[config.mk]
export PLATFORM = sky130hd
export DESIGN_NAME = flag_selector
export DESIGN_NICKNAME = d
export VERILOG_FILES = /design/src/rtl/flag_pkg.sv /design/src/rtl/flag_selector_debounce.sv /design/src/rtl/flag_selector.sv
export SDC_FILE = /design/constraint.sdc
export NUM_CORES = 1
export LEC_CHECK = 0
export BUFFER_PORTS_ARGS = -buffer_cell sky130_fd_sc_hd__buf_2
export CELL_PAD_IN_SITES_DETAIL_PLACEMENT = 1
export CELL_PAD_IN_SITES_GLOBAL_PLACEMENT = 1
export CORE_MARGIN = 2
export CORE_UTILIZATION = 47
export CTS_CLUSTER_DIAMETER = 40
export CTS_CLUSTER_SIZE = 10
export DETAILED_ROUTE_END_ITERATION = 7
export PLACE_DENSITY_LB_ADDON = 0.1
export RECOVER_POWER = 100
export SLEW_MARGIN = 20
export SYNTH_ARGS = -nofsm -noshare
export SYNTH_HDL_FRONTEND = slang
export SYNTH_SLANG_ARGS = --single-unit
[constraint.sdc]
create_clock -name clk -period 3.5 [get_ports clk]
set_input_delay 0.35 -clock clk [delete_from_list [all_inputs] [get_ports clk]]
set_output_delay 0.35 -clock clk [all_outputs]
set_load 0.01 [all_outputs]
[src/rtl/flag_pkg.sv]
// ============================================================================
// flag_pkg : shared types and helpers for the flag selector datapath
// Revision : 1.0
// ============================================================================
`default_nettype none

package flag_pkg;

    localparam int FLAG_SEL_W = 8;
    localparam int COLOR_W    = 6;

    typedef enum logic {
        MODE_AUTO = 1'b0,
        MODE_HOLD = 1'b1
    } mode_t;

    // Wrapping one-step move through 0..cnt-1; caller guarantees cur < cnt.
    function automatic logic [FLAG_SEL_W-1:0] step_index(
        input logic [FLAG_SEL_W-1:0] cur,
        input logic [FLAG_SEL_W-1:0] cnt,
        input logic                  fwd
    );
        logic [FLAG_SEL_W-1:0] last;
        last = cnt - FLAG_SEL_W'(1);
        if (fwd) begin
            return (cur == last) ? '0 : cur + FLAG_SEL_W'(1);
        end
        return (cur == '0) ? last : cur - FLAG_SEL_W'(1);
    endfunction

endpackage

`default_nettype wire

[src/rtl/flag_selector_debounce.sv]
// ============================================================================
// button_debounce : 2-FF synchroniser plus frame-rate debouncer, press pulse
// Revision : 1.0
// ============================================================================
`default_nettype none

module button_debounce #(
    parameter int DEBOUNCE_FRAMES = 2
) (
    input  logic clk,
    input  logic rst_n,
    input  logic raw,
    input  logic frame_tick,
    output logic press
);

    localparam int DB_W = $clog2(DEBOUNCE_FRAMES + 1);
    localparam logic [DB_W-1:0] DB_LAST = DB_W'(DEBOUNCE_FRAMES - 1);

    logic [1:0]      sync;
    logic            level;
    logic [DB_W-1:0] mismatch_cnt;
    logic            synced;
    logic            accept;

    assign synced = sync[1];
    assign accept = frame_tick && (synced != level) && (mismatch_cnt == DB_LAST);

    // Combinational so the top acts on the very tick the level is accepted.
    assign press = accept && synced;

    always_ff @(posedge clk or negedge rst_n) begin
        if (!rst_n) begin
            sync         <= 2'b00;
            level        <= 1'b0;
            mismatch_cnt <= '0;
        end else begin
            sync <= {sync[0], raw};
            if (frame_tick) begin
                if (accept) begin
                    level        <= synced;
                    mismatch_cnt <= '0;
                end else if (synced != level) begin
                    mismatch_cnt <= mismatch_cnt + DB_W'(1);
                end else begin
                    mismatch_cnt <= '0;
                end
            end
        end
    end

endmodule

`default_nettype wire

[src/rtl/flag_selector.sv]
// ============================================================================
// flag_selector : frame-aligned flag index controller with auto and hold modes
// Revision : 1.0
// ============================================================================
`default_nettype none

module flag_selector
    import flag_pkg::*;
#(
    parameter int AUTO_FRAMES     = 180,
    parameter int HOLD_FRAMES     = 600,
    parameter int DEBOUNCE_FRAMES = 2,
    parameter int CNT_W           = 10
) (
    input  logic                  clk,
    input  logic                  rst_n,
    input  logic                  frame_tick,
    input  logic                  btn_next_raw,
    input  logic                  btn_prev_raw,
    input  logic                  auto_en,
    input  logic [FLAG_SEL_W-1:0] count,
    output logic [FLAG_SEL_W-1:0] selector,
    output logic                  flag_changed,
    output logic                  mode
);

    localparam logic [CNT_W-1:0] AUTO_LAST = CNT_W'(AUTO_FRAMES - 1);
    localparam logic [CNT_W-1:0] HOLD_LAST = CNT_W'(HOLD_FRAMES - 1);

    mode_t                 state_q,  state_nxt;
    logic [FLAG_SEL_W-1:0] sel_q,    sel_nxt;
    logic [CNT_W-1:0]      auto_cnt, auto_nxt;
    logic [CNT_W-1:0]      hold_cnt, hold_nxt;
    logic                  changed_q;

    logic                  press_next;
    logic                  press_prev;
    logic                  clamp;
    logic                  one_press;
    logic [FLAG_SEL_W-1:0] next_idx;
    logic [FLAG_SEL_W-1:0] prev_idx;

    button_debounce #(
        .DEBOUNCE_FRAMES (DEBOUNCE_FRAMES)
    ) u_db_next (
        .clk        (clk),
        .rst_n      (rst_n),
        .raw        (btn_next_raw),
        .frame_tick (frame_tick),
        .press      (press_next)
    );

    button_debounce #(
        .DEBOUNCE_FRAMES (DEBOUNCE_FRAMES)
    ) u_db_prev (
        .clk        (clk),
        .rst_n      (rst_n),
        .raw        (btn_prev_raw),
        .frame_tick (frame_tick),
        .press      (press_prev)
    );

    // count == 0 also lands here, which pins the selector at 0.
    assign clamp     = (sel_q >= count);
    assign one_press = press_next ^ press_prev;
    assign next_idx  = step_index(sel_q, count, 1'b1);
    assign prev_idx  = step_index(sel_q, count, 1'b0);

    always_comb begin
        state_nxt = state_q;
        sel_nxt   = sel_q;
        auto_nxt  = auto_cnt;
        hold_nxt  = hold_cnt;
        if (frame_tick) begin
            if (!clamp && one_press) begin
                sel_nxt   = press_next ? next_idx : prev_idx;
                state_nxt = MODE_HOLD;
                auto_nxt  = '0;
                hold_nxt  = '0;
            end else begin
                if (clamp) begin
                    sel_nxt = '0;
                end
                case (state_q)
                    MODE_AUTO: begin
                        if (!auto_en) begin
                            auto_nxt = '0;
                        end else if (auto_cnt == AUTO_LAST) begin
                            auto_nxt = '0;
                            if (!clamp) begin
                                sel_nxt = next_idx;
                            end
                        end else begin
                            auto_nxt = auto_cnt + CNT_W'(1);
                        end
                    end
                    MODE_HOLD: begin
                        if (hold_cnt == HOLD_LAST) begin
                            state_nxt = MODE_AUTO;
                            hold_nxt  = '0;
                            auto_nxt  = '0;
                        end else begin
                            hold_nxt = hold_cnt + CNT_W'(1);
                        end
                    end
                    default: state_nxt = MODE_AUTO;
                endcase
            end
        end
    end

    always_ff @(posedge clk or negedge rst_n) begin
        if (!rst_n) begin
            state_q   <= MODE_AUTO;
            sel_q     <= '0;
            auto_cnt  <= '0;
            hold_cnt  <= '0;
            changed_q <= 1'b0;
        end else begin
            state_q   <= state_nxt;
            sel_q     <= sel_nxt;
            auto_cnt  <= auto_nxt;
            hold_cnt  <= hold_nxt;
            changed_q <= (sel_nxt != sel_q);
        end
    end

    assign selector     = sel_q;
    assign flag_changed = changed_q;
    assign mode         = (state_q == MODE_HOLD);

endmodule

`default_nettype wire

# Word level (Yosys, flattened, before mapping)
# Cells that the tools add are included.
# W data, S select, Z words.
totals:
  reg_bits: 40
  inputBits: 14
  output_inout_bits: 10
  word_cells: 69
classes:
  n_addsub: 7
  order_cmp: 1
  n_eq_ne: 9
  mux: 25
  n_bitwise: 2
  reduce_logical: 14
ops:
  columns: ["operator", "count"]
  rows:
  - ["$mux W8", 10]
  - ["$mux W10", 7]
  - ["$add A10 B1 Y10 const B", 2]
  - ["$pmux W10 S2", 1]
  - ["$sub A8 B1 Y8 const B", 2]
  - ["$eq A10 B10 Y1 const B", 1]
  - ["$eq A10 B8 Y1 const B", 1]
  - ["$add A8 B1 Y8 const B", 1]
  - ["$eq A8 B8 Y1", 1]
  - ["$ge A8 B8 Y1", 1]
  - ["$logic_not A8 Y1", 1]
  - ["$mux W2", 4]
  - ["$ne A8 B8 Y1", 1]
  - ["$reduce_and A2 Y1", 4]
  - ["$logic_and A1 B1 Y1", 7]
  - ["$add A2 B1 Y2 const B", 2]
  - ["$eq A2 B1 Y1 const B", 2]
  - ["$mux W1", 3]
  - ["$ne A3 B1 Y1 const B", 1]
  - ["$ne A1 B1 Y1", 2]
  - ["$reduce_bool A2 Y1", 1]
  - ["$logic_not A1 Y1", 1]
  - ["$not A1 Y1", 1]
  - ["$xor A1 B1 Y1", 1]

# Logic depth before layout (Yosys ltp)
depth:
  depth_word: 10
  mapped_depth: 13
  mapped_depth_nobuf: 11

# By module
# From an unflattened synthesis, not the netlist that was laid out.
hier_totals:
  cells_unflattened: 411
  hier_area_um2: 3450.8
by_module_without_submodules:
  columns: ["module", "n_inst", "cells_per_inst", "area_per_inst_um2", "seq_area_each_um2"]
  rows:
  - ["flag_selector", 1, 381, 3022.9, 750.7]
  - ["button_debounce", 2, 15, 214.0, 125.1]

# Worst setup path before layout
# No wires, ideal clock.
synth_timing:
  kind: "reg2reg"
  from: "register sel_q[0], in the netlist selector[0]"
  to: "register changed_q, in the netlist flag_changed"
  setup_ps: 136
  arrival_ps: 2744
  required_time_ps: 3364
  setup_slack_ps: 620
  stages_incl_launch_ff: 12
  path_buffers: 1
  synth_period_minus_slack_ps: 2880
  path_cell_list: "dfrtp_1 -> inv_1 -> ha_1 -> a311o_2 -> nor4b_2 -> o2111ai_2 -> or2_1 -> buf_6 -> nor3b_1 -> o31a_1 -> a221oi_2 -> nand4_1"
synth_between:
  elab_chain_len: 9
  elab_cells_between_ends: 18
  classes_between: "add/sub (2); order compare (1); eq/ne (2); mux (10); reduce/logical (3)"
synth_rtl:
  columns: ["element", "line", "rtl"]
  rows:
  - ["from (decl)", "flag_selector.sv:31", "logic [FLAG_SEL_W-1:0] sel_q, sel_nxt;"]
  - ["from (signal assigned)", "flag_selector.sv:121", "sel_q <= sel_nxt;"]
  - ["$add A8 B1 Y8 (tied with other cells)", "flag_pkg.sv:26", "return (cur == last) ? '0 : cur + FLAG_SEL_W'(1);"]
  - ["$mux W8, on equally long branches", "flag_pkg.sv:26, flag_selector.sv:81", null]
  - ["$mux W8", "flag_selector.sv:90", "if (!clamp) begin"]
  - ["$mux W8", "flag_selector.sv:88", "end else if (auto_cnt == AUTO_LAST) begin"]
  - ["$mux W8", "flag_selector.sv:86", "if (!auto_en) begin"]
  - ["$mux W8", "flag_selector.sv:84", "case (state_q)"]
  - ["$mux W8", "flag_selector.sv:75", "if (!clamp && one_press) begin"]
  - ["$mux W8", "flag_selector.sv:74", "if (frame_tick) begin"]
  - ["$ne A8 B8 Y1 *", "flag_selector.sv:124", "changed_q <= (sel_nxt != sel_q);"]
  - ["to (signal assigned)", "flag_selector.sv:124", null]
  - ["to (decl)", "flag_selector.sv:34", "logic changed_q;"]
# Every way passes the cells marked *; elsewhere a longest branch is shown, timed or not.
# A chain may end at the register's enable or synchronous reset.

# Worst setup path after layout
layout_timing:
  from: "register sel_q[5], in the netlist selector[5]"
  to: "register changed_q, in the netlist flag_changed"
# The elaborated chain is that of the path after synthesis.

==> flow_metrics.py <==
metrics = {
    "timing": {
        "tightest_slew_ns": 2.21,
        "setup_tns_ns": 0,
        "relSlewSlack_pct": -47.2,
        "fmax_mhz": 305,
        "drv_slew": 41,
        "rsz0062_at_grt": "no",
        "finClkSkew_ns": 0.0183,
        "period_minus_slack_ns": 3.28,
        "finalHoldViolations": 0,
        "setup_violations": 0,
        "holdWs_ns": 0.145,
        "finalCritPeriodShare_pct": 93.8,
        "setup_slack_ns": 0.219,
    },
    "cts": {
        "cts_max_level": 2,
        "cts_hold_buffers": 0,
        "insertion_delay_ns": 0.30,
        "post_cts.repair.setup_buffers": 0,
        "cts-root-buf": "clkbuf_8",
        "cts_buffer_depth": 2,
        "clk_pin_slew_worst_paths_ns": 0.09,
        "cts_tree": "done",
        "cts_resized": 0,
        "cts_sinks": 40,
        "cts_buffers": 5,
    },
    "synth": {
        "netlist_area_um2": 3420,
        "seq_area_frac_synth_pct": 29.3,
        "synth-seq-cells": 40,
        "synthesis.instances": 408,
        "synthDistinctLibCells": 72,
        "synth_ff_type": "dfrtp_1",
        "async_flop_share_pct": 100,
        "synth_fp_nets": 438,
        "synth.avg_cell_area_um2": 8.38,
        "synth_edf_count": 0,
        "yosys_warnings": 0,
    },
    "routing": {
        "drc_errors": 0,
        "drt-total-wl_um": 10000,
        "ant_nets": 0,
        "wl_per_cell_um": 18.6,
        "drt_iter0_drc": 188,
        "post_drt_via_cell_ratio": 6.09,
        "detailroute.via_count": 3271,
        "firstDrtPassIters": 4,
    },
    "die": {
        "die_w_um": 89.3,
        "die-area_um2": 7970,
        "io_pins": 24,
        "core_area_um2": 7140,
        "die_h_um": 89.3,
        "num_rows": 31,
        "start_util_pct": 47.9,
    },
    "place": {
        "gp_congestion": 0.976,
        "dp_slack_ns": 0.198,
        "dp_cells": 529,
        "port_buffers": 23,
        "postPlaceCellArea_um2": 3630,
        "dpl.hpwl_um": 7580,
    },
    "worst_setup_path": {
        "path_max_fanout": 11,
        "crit_required_ns": 3.67,
        "end_kind": "register",
        "start_kind": "register",
        "timing.rr.start": "selector[5]",
        "critPathLaunch": "selector[5]",
        "crit_type": "reg2reg",
        "rrSetupSlack_ns": 0.22,
        "arrival_ns": 3.45,
    },
    "layout": {
        "fill_cells": 913,
        "diodes": 0,
        "final_area_um2": 3670,
        "syn_to_final_growth_pct": 7.51,
        "instances_no_fill": 537,
        "nNetsFinal": 467,
        "drive_gt1_share_pct": 11.6,
    },
    "global_route": {
        "grtUsageMet3_pct": 4.71,
        "grt_pass1_wl_um": 16100,
        "grt.overflow.total": 0,
        "grtUsageTotal_pct": 26.4,
        "top_usage_layer": "met2",
        "grt_pass1_vias": 3321,
        "grt_util_met2_pct": 44.2,
        "grt_antenna_before_repair": 0,
        "grt_max_degree": 41,
        "grt_use_met1_pct": 34.2,
    },
    "power": {
        "p_per_area_nw_per_um2": 635,
        "leakage_nw": 1.53,
        "combPwrFrac_pct": 55.5,
        "p_switching_mw": 1.10,
        "switching_share_pct": 47.1,
        "p_int_mw": 1.23,
        "peakVddDrop_uv": 275,
        "power_frac_seq_pct": 30.3,
        "pwr-share-clk_pct": 14.2,
    },
    "min_path": {
        "hp-class": "in2reg",
        "min-delay-start": "btn_prev_raw",
    },
    "outcome": {
        "violations": "max-capacitance violations, max-slew violations",
        "status": "finished with violations",
    },
    "flow_run": {
        "maxCapViolCount": 1,
    },
}
-- per-layer routing --
layer,vias up,part of all wire [%]
met1,1627,45
met5,-,0
met3,12,4.5
met2,68,49
li1,1564,-
met4,0,0.94
-- cells in the mapped netlist, drive strengths merged, types with 3 or more instances --
library cell / n / area share [%]
nand2: 45 / 4.9
o21ai: 44 / 6.6
dfrtp: 40 / 29
nor2: 27 / 3.0
a21oi: 23 / 3.4
inv: 23 / 2.5
nand3: 17 / 2.5
xnor2: 17 / 4.4
ha: 16 / 5.9
nand2b: 13 / 2.4
and3: 12 / 2.2
buf: 12 / 3.7
o211ai: 7 / 1.5
xor2: 7 / 1.8
clkbuf: 6 / 0.95
nor3: 6 / 1.0
or4: 6 / 1.3
nor3b: 5 / 1.6
o31a: 5 / 1.3
a31oi: 4 / 0.73
nand4: 4 / 0.73
a211oi: 3 / 0.66
a311oi: 3 / 0.77
nand3b: 3 / 0.66
nand4b: 3 / 0.77
nor4: 3 / 0.99
o2111ai: 3 / 0.95
o221ai: 3 / 0.95
o22ai: 3 / 0.55
o31ai: 3 / 0.66
o41ai: 3 / 0.77
or2: 3 / 0.62
or3: 3 / 0.55
-- per-stage QoR --
step,utilization [%],power (mW)
floorplan,-,1.64
global placement,50.8,1.98
detailed placement,50.8,2.02
CTS,52.1,2.37
global route,51.5,2.52
finish,51.5,2.33
-- layout by cell type (no fill, tap or decap), types with 7 or more instances in the layout --
cell	count
ha_1	16
o211ai_1	7
xor2_1	7
and3_1	12
nor2_1	27
xnor2_1	17
a21oi_1	23
buf_2	18
inv_1	23
nand2b_1	13
buf_4	8
clkbuf_1	15
o21ai_0	42
dfrtp_1	40
nand2_1	45
nand3_1	17
-- flip-flops by register name, summed over array words and instances (netlist names) --
signal,cells
auto_cnt,10
hold_cnt,10
selector,8
u_db_next.mismatch_cnt,2
u_db_next.sync,2
u_db_prev.mismatch_cnt,2
u_db_prev.sync,2
flag_changed,1
mode,1
u_db_next.level,1
u_db_prev.level,1
-- worst max-delay path: stages, from the launching register on --
cell and delay [ns]:
dfrtp_1 0.64, inv_1 0.17, a311o_2 0.41, nor4b_2 0.29, o2111ai_1 0.35, or2_0 0.45, nor3b_1 0.20, o31a_1 0.30
a221oi_2 0.20, nand4_1 0.14
-- power groups by stage --
stage	Sequential, mW	Clock (mW)	Combinational [mW]
after floorplan	0.692	0	0.944
after global placement	0.709	0	1.28
after detailed placement	0.716	0	1.31
after CTS	0.708	0.343	1.32
after global routing	0.725	0.357	1.44
final	0.707	0.330	1.30
-- final cells by class --
class	instances	area (um^2)	share of cell area, %
Inverter	23	86.3	2.35
Tap cell	99	124	3.37
Clock inverter	1	7.51	0.204
Timing Repair Buffer	40	203	5.52
Sequential cell	40	1000	27.2
Multi-Input combinational cell	327	2170	59.0
Clock buffer	7	86.3	2.35
-- cell families after synthesis --
| group | after synthesis | share of synthesized area [%] |
|---|---|---|
| AND/OR/NAND/NOR | 159 | 25.8 |
| AO/OA/AOI/OAI | 126 | 25.1 |
| buffers and inverters | 41 | 7.14 |
| flip-flops | 40 | 29.3 |
| XOR/XNOR | 24 | 6.15 |
| adder cells (fa/ha/maj) | 16 | 5.86 |
| multiplexers | 2 | 0.659 |
-- worst paths after layout --
kind,depth (start not counted),endpoint
max,9,flag_changed
min,1,u_db_prev.sync[0]
max reg2reg,9,flag_changed
min reg2reg,0,u_db_next.sync[1]
max in group asynchronous,1,auto_cnt[0]
min in group asynchronous,1,auto_cnt[4]
(Power assumes the default switching activity.)
